--- config.mk ---
export PLATFORM = sky130hd
export DESIGN_NAME = fetch_pc_unit
export DESIGN_NICKNAME = d
export VERILOG_FILES = /design/src/rtl/fetch_pkg.sv /design/src/rtl/pc_next_sel.sv /design/src/rtl/fetch_pc_unit.sv
export SDC_FILE = /design/constraint.sdc
export NUM_CORES = 1
export LEC_CHECK = 0
export BUFFER_PORTS_ARGS = -buffer_cell sky130_fd_sc_hd__buf_2
export CORE_ASPECT_RATIO = 0.5
export CORE_UTILIZATION = 47
export CTS_CLUSTER_SIZE = 16
export DETAILED_ROUTE_END_ITERATION = 8
export PLACE_DENSITY = 0.87
export SLEW_MARGIN = 20
export SYNTH_ARGS = -nofsm -noshare
export SYNTH_HDL_FRONTEND = slang
export SYNTH_SLANG_ARGS = --single-unit
export TNS_END_PERCENT = 1
--- constraint.sdc ---
create_clock -name clk -period 2.8 [get_ports clk]
set_input_delay 0.56 -clock clk [delete_from_list [all_inputs] [get_ports clk]]
set_output_delay 0.56 -clock clk [all_outputs]
set_load 0.1 [all_outputs]
--- src/rtl/fetch_pkg.sv ---
// ============================================================================
// Module   : fetch_pkg
// Purpose  : Shared state encoding and opcode constants for the fetch PC unit.
// Revision : 1.0
// ============================================================================
`default_nettype none

package fetch_pkg;

    typedef enum logic [1:0] {
        BOOT   = 2'd0,
        RUN    = 2'd1,
        HALTED = 2'd2
    } fetch_state_t;

    localparam logic [5:0] c_halt_opcode_dflt = 6'h3F;
    localparam int         c_opc_msb          = 31;
    localparam int         c_opc_lsb          = 26;

endpackage

`default_nettype wire

--- src/rtl/pc_next_sel.sv ---
// ============================================================================
// Module   : pc_next_sel
// Purpose  : Combinational next-PC priority mux: halt, stall, jump, branch, +1.
// Revision : 1.0
// ============================================================================
`default_nettype none

module pc_next_sel
    import fetch_pkg::*;
#(
    parameter logic [5:0] HALT_OPCODE = c_halt_opcode_dflt
) (
    input  logic [31:0] pc,
    input  logic [5:0]  opcode,
    input  logic        stall,
    input  logic        jump,
    input  logic [31:0] jump_target,
    input  logic        branch_taken,
    input  logic [31:0] branch_target,
    output logic [31:0] next_pc,
    output logic        halt_hit
);

    always_comb begin
        // A stalled halt instruction is not yet committed, so it cannot halt.
        halt_hit = (opcode == HALT_OPCODE) && !stall;
        next_pc  = pc + 32'd1;
        if (halt_hit || stall) begin
            next_pc = pc;
        end else if (jump) begin
            next_pc = jump_target;
        end else if (branch_taken) begin
            next_pc = branch_target;
        end
    end

endmodule

`default_nettype wire

--- src/rtl/fetch_pc_unit.sv ---
// ============================================================================
// Module   : fetch_pc_unit
// Purpose  : Fetch program counter with BOOT/RUN/HALTED control; optional
//            performance counters enabled by FETCH_PERF_CNT_EN.
// Revision : 1.0
// ============================================================================
`default_nettype none

module fetch_pc_unit
    import fetch_pkg::*;
#(
    parameter logic [31:0] RESET_PC    = 32'h00000000,
    parameter logic [5:0]  HALT_OPCODE = c_halt_opcode_dflt
) (
    input  logic        clk,
    input  logic        rst,
    input  logic [31:0] instruction,
    input  logic        stall,
    input  logic        branch_taken,
    input  logic [31:0] branch_target,
    input  logic        jump,
    input  logic [31:0] jump_target,
    input  logic        resume,
    output logic [31:0] address,
    output logic [31:0] pc_plus1,
    output logic        valid,
    output logic        halted
`ifdef FETCH_PERF_CNT_EN
    ,
    output logic [31:0] cycle_count,
    output logic [31:0] insn_count
`endif
);

    fetch_state_t r_state;
    fetch_state_t w_state_nxt;
    logic [31:0]  r_pc;
    logic [31:0]  w_pc_nxt;
    logic [31:0]  w_sel_pc;
    logic         w_halt_hit;
    logic [31:0]  w_pc_plus1;

    // Only the opcode field steers the fetch unit.
    logic w_unused_insn;
    assign w_unused_insn = ^instruction[c_opc_lsb-1:0];

    pc_next_sel #(
        .HALT_OPCODE   (HALT_OPCODE)
    ) u_pc_next_sel (
        .pc            (r_pc),
        .opcode        (instruction[c_opc_msb:c_opc_lsb]),
        .stall         (stall),
        .jump          (jump),
        .jump_target   (jump_target),
        .branch_taken  (branch_taken),
        .branch_target (branch_target),
        .next_pc       (w_sel_pc),
        .halt_hit      (w_halt_hit)
    );

    assign w_pc_plus1 = r_pc + 32'd1;

    always_ff @(posedge clk or negedge rst) begin
        if (!rst) begin
            r_state <= BOOT;
            r_pc    <= RESET_PC;
        end else begin
            r_state <= w_state_nxt;
            r_pc    <= w_pc_nxt;
        end
    end

    always_comb begin
        w_state_nxt = r_state;
        w_pc_nxt    = r_pc;
        case (r_state)
            BOOT: begin
                w_state_nxt = RUN;
            end
            RUN: begin
                w_pc_nxt = w_sel_pc;
                if (w_halt_hit) begin
                    w_state_nxt = HALTED;
                end
            end
            HALTED: begin
                if (resume) begin
                    w_state_nxt = RUN;
                    w_pc_nxt    = w_pc_plus1;
                end
            end
            default: begin
                w_state_nxt = BOOT;
                w_pc_nxt    = RESET_PC;
            end
        endcase
    end

    assign address  = r_pc;
    assign pc_plus1 = w_pc_plus1;
    assign valid    = (r_state == RUN);
    assign halted   = (r_state == HALTED);

`ifdef FETCH_PERF_CNT_EN
    logic [31:0] r_cycle_cnt;
    logic [31:0] r_insn_cnt;

    always_ff @(posedge clk or negedge rst) begin
        if (!rst) begin
            r_cycle_cnt <= 32'd0;
            r_insn_cnt  <= 32'd0;
        end else if (r_state == RUN) begin
            r_cycle_cnt <= r_cycle_cnt + 32'd1;
            if (!stall && !w_halt_hit) begin
                r_insn_cnt <= r_insn_cnt + 32'd1;
            end
        end
    end

    assign cycle_count = r_cycle_cnt;
    assign insn_count  = r_insn_cnt;
`endif

endmodule

`default_nettype wire

==> results of run 1 <==
worst max-delay path: stages (launching register included):
cell and delay, ns:
dfrtp_4 0.49, nand4_1 0.33, nor4_4 0.39, nand4_1 0.36, xnor2_4 0.27, buf_12 0.20
per-layer routing:
metal	vias up	routed length (um)	GRT usage	share of wire
li1	1870	-	-	-
met5	-	0	0	0
met1	2008	4720	0.428	0.37
met2	349	6200	0.620	0.48
met4	0	388	0.109	0.030
met3	59	1550	0.0827	0.12
Yosys cell counts (8+ instances only):
library cell and instances:
a21oi_1 38, a22oi_1 24, buf_2 9, clkbuf_1 19, dfrtp_1 34, inv_1 17
nand2_1 21, nand2b_1 14, nand3_1 21, nand4_1 11, nor2_1 34, nor3_1 12
o21ai_0 28, or3_1 8, xnor2_1 20, xor2_1 10
metrics by stage:
step	std cells	util	area, um^2	setup WS, ns
floorplan	423	-	3780	-0.170
global placement	645	0.783	4980	0.243
detailed placement	645	0.783	4980	0.169
CTS	653	0.807	5130	-0.0948
global route	655	0.812	5160	-0.143
finish	655	0.812	5160	-0.0874
kinds of logic (layout without fill, tap and decap cells):
group                    count (synthesis)  in the layout  share of synthesized area
AND/OR/NAND/NOR                        152            152                      0.255
multiplexers                             3              3                    0.00927
AO/OA/AOI/OAI                          152            152                      0.315
XOR/XNOR                                30             30                     0.0811
adder cells (fa/ha/maj)                  5              5                     0.0193
buffers and inverters                   47            191                     0.0579
flip-flops                              34             34                      0.263
cell type report:
type                       count  share of cell area
clock buffer                   8              0.0264
multi-input combinational    342               0.521
tap                           88              0.0213
inverter                      17              0.0124
sequential                    34               0.179
timing repair buffer         166               0.240
where the power goes:
part / total (mW) / switching [mW] / leakage [nW] / internal, mW
Combinational: 5.07 / 3.75 / 1.81 / 1.33
Clock: 0.545 / 0.213 / 0.0652 / 0.331
Sequential: 1.23 / 0.482 / 0.416 / 0.750
final timing paths:
kind                              from      endpoint  slack [ns]  depth (start not counted)
min reg2reg                 r_state[1]    r_state[1]        0.55                          1
max                        address[11]  pc_plus1[31]       -0.09                          5
max in group asynchronous          rst   address[14]        1.81                          1
min in group clk            r_state[1]    r_state[1]        0.55                          1
max reg2reg                 r_state[0]    address[7]        0.38                          7
min                                rst    address[6]        0.38                          1
flip-flops by register name, indices dropped and copies added (netlist names):
| register | count |
|---|---|
| r_state | 2 |
| address | 32 |
repair_timing:
| item | 4_1_cts | 5_1_grt |
|---|---|---|
| gates resized for setup | 5 | 5 |
| setup buffers | 0 | 2 |
| pin swaps | 2 | 3 |
| setup endpoints to repair | 14 | 16 |
==> metrics, run 1 <==
ys flop type=dfrtp_1; H-tree level count=2; Min-Delay Path Class=input port to async pin; failing checks=setup timing; Hold Buf Count CTS=0; pwr dens=1330 nW/um^2; Max Fclk=between 300 and 400 MHz; remaining antenna violation count=0; CTS tree=done; total number of vias=4286; Area contributors post-synth=dfrtp_1 (26%), a21oi_1 (5.9%), a22oi_1 (5.6%); Die Ht=60.7 um; clk_lat worst skew=0.28 ns; run status=finished, violations left; Worst Setup End Kind=output pin; worst-margin pin slew=just over 0.8 ns; Site Rows=20; period utilization=1.03; RSZ-0062 raised after global routing=true; #FFs+latches synth=34; CTS Buf Count=5; leakage=roughly 2.3 nW; global-route wire length before repair=approximately 19000 um; # nets final=673; final setup fails=9; area of the multi-input gates=around 2700 um^2; clock slew at reported path FFs=0.06 ns; Via density=6.54; hpwl dp=roughly 9000 um; sequential share of the synthesized area=0.263; Initial Util=0.510; vias in the first global route=3940; initial antenna violation count=0; EDFF count, synth=0; share of post-route cells with drive strength above 1=0.427; GR Overflow Total=0; commonest non-fill, non-tap cells in the layout=buf_2 (118), a21oi_1 (38), nor2_1 (31); Layout Skew=0.00358 ns; Synth area leader=dfrtp_1; max-slew violations=0; share of the synthesized area in the top cell type=0.263; Clock Path Buffers=2; final hold viol count=0; Final WS setup=-0.0874 ns; setup_tns=-0.330 ns; Layout area overhead=59.2%; Netlist Area Pre-Place=3240 um^2; Critical Path RT=2.24 ns; count of buffers from port buffering=141; sequential cell area=between 900 and 1000 um^2; Iter 0 DRT Violations=roughly 790; Setup crit start kind=register; Total Wirelength=around 13000 um; CP Max Fanout=8; clk sinks=34; hold_ws=0.378 ns; VDD IR max=1.06 mV; pin count of the biggest net entering global routing=35; worst path arrival time=2.33 ns; core area=6360 um^2; die area=7250 um^2; MaxCap Viol Count=0; DR pass1 iterations=8; DRC Markers=0; # IOs=168; kind of critical path=register to output pin; Wirelength per Cell=19.6 um; Synth Instances=423; Synth warnings=0; synthesized area per cell=7.66 um^2; slew margin rel.=0.450; CTS root buf=clkbuf_16; die extent in x=119 um; most common cell after layout, fill and taps aside=buf_2; Overall Global Routing Usage=0.346; Mapped Nets=530; Synth cell types=52; fin crit period=2.89 ns; routability cong.=approximately 0.89; n_diodes=0; Tot Pwr=6.85 mW; Fillers=402; asr flop ratio synth=1.00
No activity file was read; power rests on OpenSTA's default activity.
==> inputs of run 2 (changes only) <==
Settings changed: CAP_MARGIN from default to 40, CORE_UTILIZATION 47 to 30, PLACE_DENSITY 0.87 to 0.61.
Clock period 2.8 ns to 3.1 ns, I/O delays scaled along.
==> metrics, run 2 (same netlist as run 1, synthesis figures left out) <==
run status=completed; Reg power frac=0.161 (-0.019); combinational share of power=0.749 (+0.008); CTS tree=done; slew margin rel.=0.648 (+0.197); share of post-route cells with drive strength above 1=0.360 (-0.0669); final setup fails=0 (-9); Non-Filler Instances=704 (+7.5%); kind of critical path=register to output pin; die extent in x=149 um (+25%); CTS root buf=clkbuf_16; MaxCap Viol Count=0 (unchanged); worst setup path start=address[0]; pwr dens=1210 nW/um^2 (-8.9%); die area=11200 um^2 (+55%); sequential cell area=851 um^2 (-8.0%); commonest non-fill, non-tap cells in the layout=buf_2 (124), a21oi_1 (38), dfrtp_1 (34); clk_lat worst skew=0.29 ns (about the same); Reg2Reg Depth=7 (unchanged); routability cong.=0.820 (-7.6%); CP Max Fanout=6 (-2); Clock Path Buffers=2 (unchanged); CTS Buf Count=5 (unchanged); Layout area overhead=48.2%; Hold Buf Count CTS=0 (unchanged); r2r startpoint=r_state[1]; clock slew at reported path FFs=0.06 ns (about the same); Worst Setup End Kind=output pin; final hold viol count=0 (unchanged); PostCTS Resize Cnt=0 (-5); hold_ws=0.200 ns (-0.178 ns); Iter 0 DRT Violations=301 (-62%); Sw Share=0.670 (+0.0217); DR pass1 iterations=5 (-3); worst-margin pin slew=0.524 ns (-0.301 ns); # IOs=168 (unchanged); Setup crit start kind=register; Clk pwr share=0.090 (+0.010); VDD IR max=0.636 mV (-40%); worst path arrival time=2.42 ns (+0.09 ns); n_diodes=0 (unchanged); area of the multi-input gates=2450 um^2 (-8.7%); global-route wire length before repair=19100 um (-1.5%); core area=10300 um^2 (+63%); clk sinks=34 (unchanged); DRC Markers=0 (unchanged); # nets final=670 (-0.45%); H-tree level count=2 (unchanged); Max Fclk=329 MHz; vias in the first global route=3739 (-5.1%); Total Wirelength=12200 um (-4.8%); Overall Global Routing Usage=0.220 (-0.126); initial antenna violation count=0 (unchanged); hpwl dp=9310 um (+3.5%); number of flip-flops in the largest register=32 (unchanged); most common cell after layout, fill and taps aside=buf_2; pin count of the biggest net entering global routing=28 (-20%); Layout Skew=0.00358 ns (-0.00000394 ns); leakage=2.27 nW (-0.60%); period utilization=0.981; remaining antenna violation count=0 (unchanged); fin crit period=3.04 ns; # Post-CTS Setup Buffers=0 (unchanged); placed cell count=696 (+7.9%); Site Rows=26 (+30%); cell-internal power=1.92 mW (-20%); total number of vias=3960 (-7.6%); Die Ht=75.5 um (+24%); Tot Pwr=5.81 mW (-15%); Fillers=1058 (+160%); max-slew violations=0 (unchanged); count of buffers from port buffering=141 (unchanged); RSZ-0062 raised after global routing=true; Via density=5.63 (-14%); GR Overflow Total=0 (unchanged); Critical Path RT=2.48 ns (+0.24 ns); Min-Delay Path Class=input port to async pin; Sw Pwr=3.89 mW (-12%); Wirelength per Cell=17.4 um (-11%); Initial Util=0.313 (-0.197)
## run 2: per-stage QoR
step                      cell area [um^2]  TNS, ns  worst slack (ns)  utilization
after floorplan                       3480   -14.34            -0.596            -
after global placement                4620        0             0.351        0.447
after global routing                  4800   -0.399            -0.106        0.464
after detailed placement              4640        0             0.314        0.449
final                                 4800        0            0.0596        0.464
after CTS                             4790        0           0.00104        0.463
## run 2: area by class of cell
class | count | area share
Timing Repair Buffer | 163 | 0.232
Clock buffer | 7 | 0.0297
Sequential cell | 34 | 0.177
Tap cell | 140 | 0.0365
Inverter | 17 | 0.0133
Multi-Input combinational cell | 342 | 0.511
Clock inverter | 1 | 0.00104
## run 2: final timing paths
path | endpoint | slack [ns]
worst min register to register | address[1] | 0.56
max in group asynchronous | address[25] | 2.46
min in group clk | address[1] | 0.56
worst min-delay path | address[6] | 0.20
worst max register to register | address[7] | 0.62
worst max-delay path | pc_plus1[16] | 0.06
## run 2: power groups by stage
| stage | logic (mW) | registers [mW] | clock network, mW |
|---|---|---|---|
| global route | 4.53 | 0.963 | 0.543 |
| floorplan | 2.27 | 2.01 | 0 |
| CTS | 4.36 | 0.932 | 0.527 |
| finish | 4.35 | 0.936 | 0.522 |
| global placement | 4.33 | 0.933 | 0 |
| detailed placement | 4.35 | 0.935 | 0 |
## run 2: metal layers
metal	global-route usage	routed length [um]	up-vias
met4	0.0624	108	0
met3	0.0377	884	11
met5	0	0	-
li1	-	-	1860
met1	0.300	5450	1912
met2	0.364	5800	177
## run 2: critical path, stage by stage (launching register included)
cell     delay [ns]
dfrtp_1        0.42
ha_1           0.27
nand3_1        0.27
nor4_2         0.47
nand3_1        0.27
xnor2_4        0.23
buf_12         0.20
